[src/rtl/counter_ctrl_pkg.sv]
// rtl/counter_ctrl_pkg.sv - shared mode encoding for the counter control front-end
package counter_ctrl_pkg;

  localparam int MODE_W = 2;

  typedef enum logic [MODE_W-1:0] {
    MODE_IDLE = 2'd0,
    MODE_UP   = 2'd1,
    MODE_DOWN = 2'd2
  } mode_t;

  // Mode button cycles IDLE -> UP -> DOWN -> IDLE; any stray code returns to IDLE.
  function automatic mode_t next_mode(input mode_t m);
    case (m)
      MODE_IDLE: return MODE_UP;
      MODE_UP:   return MODE_DOWN;
      default:   return MODE_IDLE;
    endcase
  endfunction

endpackage

[src/rtl/counter_ctrl_if.sv]
// rtl/counter_ctrl_if.sv - control bundle from the front-end to the up/down counter
interface counter_ctrl_if #(
  parameter int N = 64
);
  logic         load;
  logic         enable;
  logic         dec;
  logic [N-1:0] load_value;

  modport master (output load, enable, dec, load_value);
  modport slave  (input  load, enable, dec, load_value);
endinterface

[src/rtl/button_debouncer.sv]
// rtl/button_debouncer.sv - synchronizer, debounce counter and press detector for one raw button
module button_debouncer #(
  parameter int DB_CYCLES = 16
) (
  input  logic clock,
  input  logic reset,
  input  logic raw,
  output logic level,
  output logic press
);

  localparam int CW = (DB_CYCLES > 2) ? $clog2(DB_CYCLES) : 1;

  logic          sync1_q, sync2_q;
  logic          db_q, db_d;
  logic          db_dly_q;
  logic [CW-1:0] cnt_q, cnt_d;

  // The level flips on the DB_CYCLES-th consecutive disagreeing sample.
  always_comb begin
    db_d  = db_q;
    cnt_d = '0;
    if (sync2_q != db_q) begin
      if (cnt_q == CW'(DB_CYCLES - 1)) begin
        db_d = ~db_q;
      end else begin
        cnt_d = cnt_q + CW'(1);
      end
    end
  end

  always_ff @(posedge clock) begin
    if (reset) begin
      sync1_q  <= 1'b0;
      sync2_q  <= 1'b0;
      db_q     <= 1'b0;
      db_dly_q <= 1'b0;
      cnt_q    <= '0;
    end else begin
      sync1_q  <= raw;
      sync2_q  <= sync1_q;
      db_q     <= db_d;
      db_dly_q <= db_q;
      cnt_q    <= cnt_d;
    end
  end

  assign level = db_q;
  assign press = db_q & ~db_dly_q;

endmodule

[src/rtl/counter_ctrl_frontend.sv]
// rtl/counter_ctrl_frontend.sv - button-driven mode FSM and strobe generator for the up/down counter
module counter_ctrl_frontend
  import counter_ctrl_pkg::*;
#(
  parameter int N         = 64,
  parameter int DB_CYCLES = 16,
  parameter int TICK_DIV  = 4
) (
  input  logic              clock,
  input  logic              reset,
  input  logic              btn_mode,
  input  logic              btn_load,
  input  logic [N-1:0]      sw_value,
  counter_ctrl_if.master    ctrl,
  output logic [MODE_W-1:0] mode
);

  localparam int TW = $clog2(TICK_DIV) + 1;

  logic mode_press, load_press;
  logic mode_level, load_level, unused_levels;

  button_debouncer #(.DB_CYCLES(DB_CYCLES)) u_db_mode (
    .clock (clock),
    .reset (reset),
    .raw   (btn_mode),
    .level (mode_level),
    .press (mode_press)
  );

  button_debouncer #(.DB_CYCLES(DB_CYCLES)) u_db_load (
    .clock (clock),
    .reset (reset),
    .raw   (btn_load),
    .level (load_level),
    .press (load_press)
  );

  assign unused_levels = mode_level ^ load_level;

  mode_t         mode_q, mode_d;
  logic [TW-1:0] tick_q, tick_d;
  logic          load_q, load_d;
  logic          enable_q, enable_d;
  logic          dec_q, dec_d;
  logic [N-1:0]  load_value_q, load_value_d;

  always_comb begin
    mode_d       = mode_q;
    tick_d       = '0;
    load_d       = load_press;
    load_value_d = load_value_q;
    if (mode_press) begin
      mode_d = next_mode(mode_q);
    end
    if (load_press) begin
      load_value_d = sw_value;
    end
    // Any mode change or load restarts the enable cadence from zero.
    if (mode_d != MODE_IDLE && !mode_press && !load_press &&
        tick_q != TW'(TICK_DIV - 1)) begin
      tick_d = tick_q + TW'(1);
    end
    enable_d = (mode_d != MODE_IDLE) && (tick_q == TW'(TICK_DIV - 1)) && !load_press;
    dec_d    = (mode_d == MODE_DOWN);
  end

  always_ff @(posedge clock) begin
    if (reset) begin
      mode_q       <= MODE_IDLE;
      tick_q       <= '0;
      load_q       <= 1'b0;
      enable_q     <= 1'b0;
      dec_q        <= 1'b0;
      load_value_q <= '0;
    end else begin
      mode_q       <= mode_d;
      tick_q       <= tick_d;
      load_q       <= load_d;
      enable_q     <= enable_d;
      dec_q        <= dec_d;
      load_value_q <= load_value_d;
    end
  end

  assign ctrl.load       = load_q;
  assign ctrl.enable     = enable_q;
  assign ctrl.dec        = dec_q;
  assign ctrl.load_value = load_value_q;
  assign mode            = mode_q;

endmodule

[src/flat_wrapper.sv]
// flat-port wrapper written by rule: the top's interface ports become plain ports
module counter_ctrl_frontend_flat import counter_ctrl_pkg::*;
#(
  parameter int N         = 64,
  parameter int DB_CYCLES = 16,
  parameter int TICK_DIV  = 4
)
  (clock, reset, btn_mode, btn_load, sw_value, mode, ctrl_load, ctrl_enable, ctrl_dec, ctrl_load_value);
  counter_ctrl_if #(.N(N)) ctrl_i ();
  input  logic clock;
  input  logic reset;
  input  logic btn_mode;
  input  logic btn_load;
  input  logic [N-1:0] sw_value;
  output logic [MODE_W-1:0] mode;
  output wire logic [$bits(ctrl_i.load)-1:0] ctrl_load;
  output wire logic [$bits(ctrl_i.enable)-1:0] ctrl_enable;
  output wire logic [$bits(ctrl_i.dec)-1:0] ctrl_dec;
  output wire logic [$bits(ctrl_i.load_value)-1:0] ctrl_load_value;
  assign ctrl_load = ctrl_i.load;
  assign ctrl_enable = ctrl_i.enable;
  assign ctrl_dec = ctrl_i.dec;
  assign ctrl_load_value = ctrl_i.load_value;
  counter_ctrl_frontend #(.N(N), .DB_CYCLES(DB_CYCLES), .TICK_DIV(TICK_DIV)) u_core (.clock(clock), .reset(reset), .btn_mode(btn_mode), .btn_load(btn_load), .sw_value(sw_value), .ctrl(ctrl_i), .mode(mode));
endmodule
[config.mk]
export PLATFORM = sky130hd
export DESIGN_NAME = counter_ctrl_frontend_flat
export DESIGN_NICKNAME = d
export VERILOG_FILES = /design/src/rtl/counter_ctrl_pkg.sv /design/src/rtl/counter_ctrl_if.sv /design/src/rtl/button_debouncer.sv /design/src/rtl/counter_ctrl_frontend.sv /design/src/flat_wrapper.sv
export SDC_FILE = /design/constraint.sdc
export NUM_CORES = 1
export LEC_CHECK = 0
export ABC_AREA = 1
export CORE_MARGIN = 10
export CORE_UTILIZATION = 38
export CTS_BUF_LIST = sky130_fd_sc_hd__clkbuf_16
export DETAILED_ROUTE_END_ITERATION = 12
export PLACE_DENSITY = 0.87
export SLEW_MARGIN = 25
export SYNTH_ARGS = -nofsm -noshare
export SYNTH_HDL_FRONTEND = slang
export SYNTH_SLANG_ARGS = --single-unit
[constraint.sdc]
create_clock -name clock -period 1.2 [get_ports clock]
set_clock_uncertainty 0.15 [all_clocks]
set_input_delay 0.3 -clock clock [delete_from_list [all_inputs] [get_ports clock]]
set_output_delay 0.3 -clock clock [all_outputs]
set_load 0.05 [all_outputs]
==> impl_metrics.env, run 1 <==
export IMPL_run_status="finished with violations"
export IMPL_violations="negative setup slack"
export IMPL_final_setup_worst_slack_ns=-0.104
export IMPL_tritoncts_num_buffers=9
export IMPL_die_width_um=111
export IMPL_first_global_vias=3188
export IMPL_yosysSeqAreaShare_pct=56.3
export IMPL_clock_sinks=88
export IMPL_detailroute_via_count=3116
export IMPL_worst_path_dominant_cell_family="simple AND/OR/NAND/NOR gates"
export IMPL_floorplan_die_height_um=111
export IMPL_worst_slew_pin_slew_ns=0.265
export IMPL_worst_hold_path_type="reg -> reg"
export IMPL_grt_start_max_net_pins=39
export IMPL_route_final_wire_length_um=11100
export IMPL_synth_avg_cell_area_um2=8.11
export IMPL_die_area_mm2=0.0123
export IMPL_globalRouteMet3Util_pct=4.76
export IMPL_starting_density_of_the_core_pct=38.5
export IMPL_simple_gate_share_of_the_synthesized_area_pct=25.0
export IMPL_setup_reg_to_reg_worst_slack_ns=-0.10
export IMPL_clk_latency_ns=0.33
export IMPL_first_iter_violations=121
export IMPL_drt_pre_antenna_iters=4
export IMPL_synth_compound_area_share_pct=8.32
export IMPL_cts_tree="yes"
export IMPL_finalHoldViolCount=0
export IMPL_grt_busiest_layer="met2"
export IMPL_filler_cell_count=511
export IMPL_area_of_combinational_cells_with_multiple_inputs_mm2=0.00131
export IMPL_synth_seq_cells=88
export IMPL_synth_cells=386
export IMPL_maxCapViolCount=0
export IMPL_post_synth_xor_area_fraction_pct=0.560
export IMPL_most_used_cells_in_the_layout_excluding_fill_and_tap_cells="sky130_fd_sc_hd__nor2_1 (109), sky130_fd_sc_hd__dfxtp_2 (74), sky130_fd_sc_hd__buf_12 (73)"
export IMPL_worst_path_buf_inv=1
export IMPL_met1_usage_pct=15.9
export IMPL_post_synth_adder_cell_area_pct=1.60
export IMPL_worst_setup_ep_type="flip-flop"
export IMPL_critPathArrivalTime_ns=1.42
export IMPL_grt_overflow=0
export IMPL_timing_final_max_slew_violations=0
export IMPL_rows=33
export IMPL_worst_ep_required_time_ns=1.31
export IMPL_synth_top_family_by_area="simple AND/OR/NAND/NOR gates"
export IMPL_place_inst=620
export IMPL_post_drt_wl_per_cell_um=17.1
export IMPL_ant_nets=0
export IMPL_worst_setup_path_startpoint="u_core.tick_q[0]"
export IMPL_setup_viol_count_final=74
export IMPL_grt_setup_unrepaired="true"
export IMPL_finalCoreUtilization_pct=74.6
export IMPL_r2r_startpoint="u_core.tick_q[0]"
export IMPL_mappedNetlistArea_mm2=0.00313
export IMPL_met2_usage_pct=31.0
export IMPL_number_of_antenna_violations_at_the_first_check_in_global_routing=0
export IMPL_power_density_mw_per_mm2=1030
export IMPL_timing_critical_path_slowest_cell_delay_ns=0.34
export IMPL_yosys_mux_area_fraction_pct=0
export IMPL_area_growth_syn_to_layout_pct=93.9
export IMPL_min_from="u_core.u_db_load.sync1_q"
export IMPL_synth_lib_cells_used_distinct=21
export IMPL_cts_path_max_buffers=2
export IMPL_slew_limit_headroom_pct=82.3
export IMPL_leakage_uw=0.00242
export IMPL_cts_hold_fix_buffers=0
export IMPL_worst_path_max_fanout=3
export IMPL_final_hold_worst_slack_ns=0.254
export IMPL_timing_fmax_mhz=767
export IMPL_hpwl_after_detailed_placement_um=7520
export IMPL_dpl_worst_slack_ns=-0.487
export IMPL_post_layout_nonfiller_instances=648
export IMPL_synth_net_count=458
export IMPL_antenna_diodes=0
export IMPL_timing_worst_setup_path_type="reg -> reg"
export IMPL_grt_first_pass_wirelength_um=16400
export IMPL_layout_worst_path_cycle_share_pct=109
export IMPL_critical_path_slowest_cell="sky130_fd_sc_hd__dfxtp_2"
export IMPL_clkSlewWorstSetupHoldPaths_ns=0.07
export IMPL_gpl_final_weighted_congestion=0.757
export IMPL_placeableCoreArea_mm2=0.00813
export IMPL_worstSetupStartpointType="flip-flop"
export IMPL_worst_ir_drop_vdd_uv=895
export IMPL_layout_nets=610
export IMPL_ioPinCount=137
export IMPL_grt_util_all_layers_pct=16.3
export IMPL_tns_ns=-5.01
export IMPL_crit_path_cell_trace="ha_4 > ha_4 > inv_2 > nand2_2 > nor2_2 > nand2_2 > nor2_2"
export IMPL_post_route_min_period_ns=1.30
export IMPL_ff_latch_area_mm2=0.00187
export IMPL_post_route_drc_count=0
export IMPL_commonest_non_fill_non_tap_cell_in_the_layout="sky130_fd_sc_hd__nor2_1"
export IMPL_yosysWarnings=0
export IMPL_placement_io_buffers=136
export IMPL_clock_root_buffer="sky130_fd_sc_hd__clkbuf_16"
export IMPL_vias_per_std_cell=4.81
export IMPL_drive_gt1_share_pct=43.8
export IMPL_htree_levels=3
-- worst paths after layout --
path / endpoint / depth (start not counted)
worst max-delay path: u_core.tick_q[2] / 7
worst min-delay path: u_core.u_db_load.sync2_q / 2
worst max register to register: u_core.tick_q[2] / 7
worst min register to register: u_core.u_db_load.sync2_q / 2
-- state kept, by name, indices dropped and copies added (netlist names), 2 cells and up --
register	flops
u_core.ctrl.load_value	64
u_core.mode	2
u_core.u_db_mode.cnt_q	4
u_core.u_db_load.cnt_q	4
u_core.tick_q	3
-- Yosys cell counts --
| cell | n | area (um2) |
|---|---|---|
| sky130_fd_sc_hd__ha_1 | 4 | 50.1 |
| sky130_fd_sc_hd__o21ai_0 | 43 | 215 |
| sky130_fd_sc_hd__nor2_2 | 1 | 6.26 |
| sky130_fd_sc_hd__a21oi_1 | 2 | 10.0 |
| sky130_fd_sc_hd__xor2_1 | 2 | 17.5 |
| sky130_fd_sc_hd__clkbuf_1 | 2 | 7.51 |
| sky130_fd_sc_hd__nor3_1 | 2 | 10.0 |
| sky130_fd_sc_hd__inv_2 | 3 | 11.3 |
| sky130_fd_sc_hd__buf_2 | 6 | 30.0 |
| sky130_fd_sc_hd__buf_6 | 10 | 113 |
| sky130_fd_sc_hd__nor2_1 | 121 | 454 |
| sky130_fd_sc_hd__inv_1 | 16 | 60.1 |
| sky130_fd_sc_hd__nand2_2 | 1 | 6.26 |
| sky130_fd_sc_hd__o21ai_1 | 7 | 35.0 |
| sky130_fd_sc_hd__buf_4 | 2 | 15.0 |
| sky130_fd_sc_hd__nand2_1 | 53 | 199 |
| sky130_fd_sc_hd__inv_4 | 1 | 6.26 |
| sky130_fd_sc_hd__nand3_1 | 20 | 100 |
| sky130_fd_sc_hd__and2_1 | 1 | 6.26 |
| sky130_fd_sc_hd__dfxtp_1 | 88 | 1760 |
| sky130_fd_sc_hd__buf_8 | 1 | 15.0 |
-- power by group --
part	total (uW)	internal, uW	switching (uW)
sequential	2930	2920	6.02
combinational	360	240	120
clock	2970	1820	1150
total	6250	4980	1270
-- timing repair --
| item | CTS | global route |
|---|---|---|
| setup endpoints to repair | 147 | 130 |
| gates resized for setup | 98 | 59 |
| cloned | 1 | 1 |
| pin swaps | 6 | 11 |
| buffers inserted | 6 | 4 |
-- worst register-to-register path: stages (launching register included) --
cell                      delay, ns
sky130_fd_sc_hd__dfxtp_2       0.34
sky130_fd_sc_hd__ha_4          0.16
sky130_fd_sc_hd__ha_4          0.16
sky130_fd_sc_hd__inv_2         0.06
sky130_fd_sc_hd__nand2_2       0.06
sky130_fd_sc_hd__nor2_2        0.10
sky130_fd_sc_hd__nand2_2       0.09
sky130_fd_sc_hd__nor2_2        0.12
-- per-layer routing --
metal  vias up  routed length (um)
met2       101                6080
met1      1484                4100
li1       1509                   -
met5         -                   0
met4         0                 303
met3        22                 570
-- stage by stage --
stage	instance area, um2	power, uW
final	6070	6250
after global routing	6070	6480
after CTS	5850	6280
after detailed placement	5290	3330
after global placement	5290	3320
after floorplan	3130	3080
-- cells by family after synthesis --
kind of cell    after synthesis
buf+inv                      41
compound gates               52
simple gates                199
fa+ha+maj                     4
xor+xnor                      2
flops                        88
-- cell type report --
class / count / share of cell area (%)
sequential: 88 / 30.7
clock buffer: 9 / 3.71
timing repair buffer: 162 / 38.7
inverter: 20 / 1.53
multi-input combinational: 257 / 21.6
clock inverter: 7 / 1.57
tap: 105 / 2.17
Note: power is estimated with default switching activity, not from simulation.
==> inputs of run 2 (changes only) <==
- CORE_UTILIZATION: 38 -> 40
- PLACE_DENSITY: 0.87 -> 0.88
- clock period: 1.2 -> 1.5 ns (I/O delays scaled with it)
==> impl_metrics.env, run 2 (synthesis gave the netlist of run 1 again) <==
export IMPL_run_status="finished clean"
export IMPL_worst_ir_drop_vdd_uv=640
export IMPL_antenna_diodes=0
export IMPL_cts_hold_fix_buffers=0
export IMPL_leakage_uw=0.00224
export IMPL_most_used_cells_in_the_layout_excluding_fill_and_tap_cells="sky130_fd_sc_hd__nor2_1 (121), sky130_fd_sc_hd__dfxtp_1 (88), sky130_fd_sc_hd__buf_12 (71)"
export IMPL_vias_per_std_cell=4.62
export IMPL_drt_pre_antenna_iters=4
export IMPL_post_cts_resized=0
export IMPL_slew_limit_headroom_pct=79.5
export IMPL_final_hold_worst_slack_ns=0.253
export IMPL_grt_start_max_net_pins=41
export IMPL_worst_hold_path_type="reg -> reg"
export IMPL_area_growth_syn_to_layout_pct=76.7
export IMPL_clock_root_buffer="sky130_fd_sc_hd__clkbuf_16"
export IMPL_timing_fmax_mhz=708
export IMPL_clk_latency_ns=0.32
export IMPL_grt_first_pass_wirelength_um=14600
export IMPL_worst_path_max_fanout=2
export IMPL_hpwl_after_detailed_placement_um=7390
export IMPL_place_inst=613
export IMPL_finalHoldViolCount=0
export IMPL_timing_critical_path_slowest_cell_delay_ns=0.40
export IMPL_floorplan_die_height_um=108
export IMPL_route_final_wire_length_um=9080
export IMPL_worst_slew_pin_slew_ns=0.308
export IMPL_worstSetupStartpointType="flip-flop"
export IMPL_number_of_flip_flops_under_the_largest_register_name=64
export IMPL_worst_setup_ep_type="output pin"
export IMPL_ant_nets=0
export IMPL_tritoncts_num_buffers=9
export IMPL_drive_gt1_share_pct=18.5
export IMPL_commonest_non_fill_non_tap_cell_in_the_layout="sky130_fd_sc_hd__nor2_1"
export IMPL_worst_path_buf_inv=1
export IMPL_rows=32
export IMPL_grt_util_all_layers_pct=15.5
export IMPL_number_of_antenna_violations_at_the_first_check_in_global_routing=0
export IMPL_setup_viol_count_final=0
export IMPL_die_area_mm2=0.0118
export IMPL_placeableCoreArea_mm2=0.00769
export IMPL_crit_path_cell_trace="buf_12"
export IMPL_post_layout_nonfiller_instances=627
export IMPL_first_iter_violations=121
export IMPL_layout_nets=594
export IMPL_grt_setup_unrepaired="false"
export IMPL_critPathArrivalTime_ns=0.89
export IMPL_cts_path_max_buffers=2
export IMPL_grt_overflow=0
export IMPL_maxCapViolCount=0
export IMPL_layout_worst_path_cycle_share_pct=94.1
export IMPL_htree_levels=3
export IMPL_placement_io_buffers=136
export IMPL_gpl_final_weighted_congestion=0.724
export IMPL_post_route_min_period_ns=1.41
export IMPL_clock_sinks=88
export IMPL_clkSlewWorstSetupHoldPaths_ns=0.06
export IMPL_worst_path_dominant_cell_family="flip-flops"
export IMPL_post_route_drc_count=0
export IMPL_critical_path_slowest_cell="sky130_fd_sc_hd__dfxtp_1"
export IMPL_worst_ep_required_time_ns=0.97
export IMPL_ioPinCount=137
export IMPL_power_density_mw_per_mm2=876
export IMPL_cts_tree="yes"
export IMPL_cts_setup_buffers=0
export IMPL_timing_final_max_slew_violations=0
export IMPL_post_drt_wl_per_cell_um=14.5
export IMPL_starting_density_of_the_core_pct=40.7
export IMPL_die_width_um=108
export IMPL_detailroute_via_count=2898
export IMPL_first_global_vias=2904
export IMPL_timing_worst_setup_path_type="reg -> out"
==> run 2: area by class of cell <==
type,count,area [um2]
Multi-Input combinational cell,257,1110
Clock buffer,9,225
Clock inverter,5,75.1
Inverter,20,77.6
Tap cell,102,128
Timing Repair Buffer,146,2150
Fill cell,574,2160
Sequential cell,88,1760
==> run 2: power by group <==
part / total (uW) / internal, uW / switching (uW)
clock network: 2240 / 1430 / 813
registers: 2350 / 2340 / 3.34
logic: 258 / 181 / 76.9
==> run 2: metrics by stage <==
step / TNS (ns) / area [um2] / power, uW / worst slack [ns] / util (%)
after floorplan: 0 / 3130 / 2470 / 0.124 / -
after global placement: -7.16 / 5230 / 2650 / -0.138 / 68.0
after detailed placement: -9.99 / 5230 / 2660 / -0.202 / 68.0
after CTS: 0 / 5530 / 4910 / 0.0768 / 71.9
after global routing: 0 / 5530 / 5020 / 0.0265 / 71.9
final: 0 / 5530 / 4840 / 0.0883 / 71.9
==> run 2: routing by layer <==
layer / routed length (um) / up-vias / track usage [%]
met5: 0 / - / 0
met4: 245 / 0 / 6.87
met3: 596 / 18 / 4.94
met2: 4810 / 79 / 27.6
met1: 3430 / 1321 / 16.4
li1: - / 1480 / -
==> run 2: worst paths after layout <==
kind / to / slack (ns) / depth (start not counted) / start
worst max register to register: u_core.ctrl.load_value[41] / 0.17 / 5 / u_core.u_db_load.level
worst min-delay path: u_core.u_db_load.sync2_q / 0.25 / 2 / u_core.u_db_load.sync1_q
worst min register to register: u_core.u_db_load.sync2_q / 0.25 / 2 / u_core.u_db_load.sync1_q
worst max-delay path: ctrl_load_value[26] / 0.09 / 1 / u_core.ctrl.load_value[26]
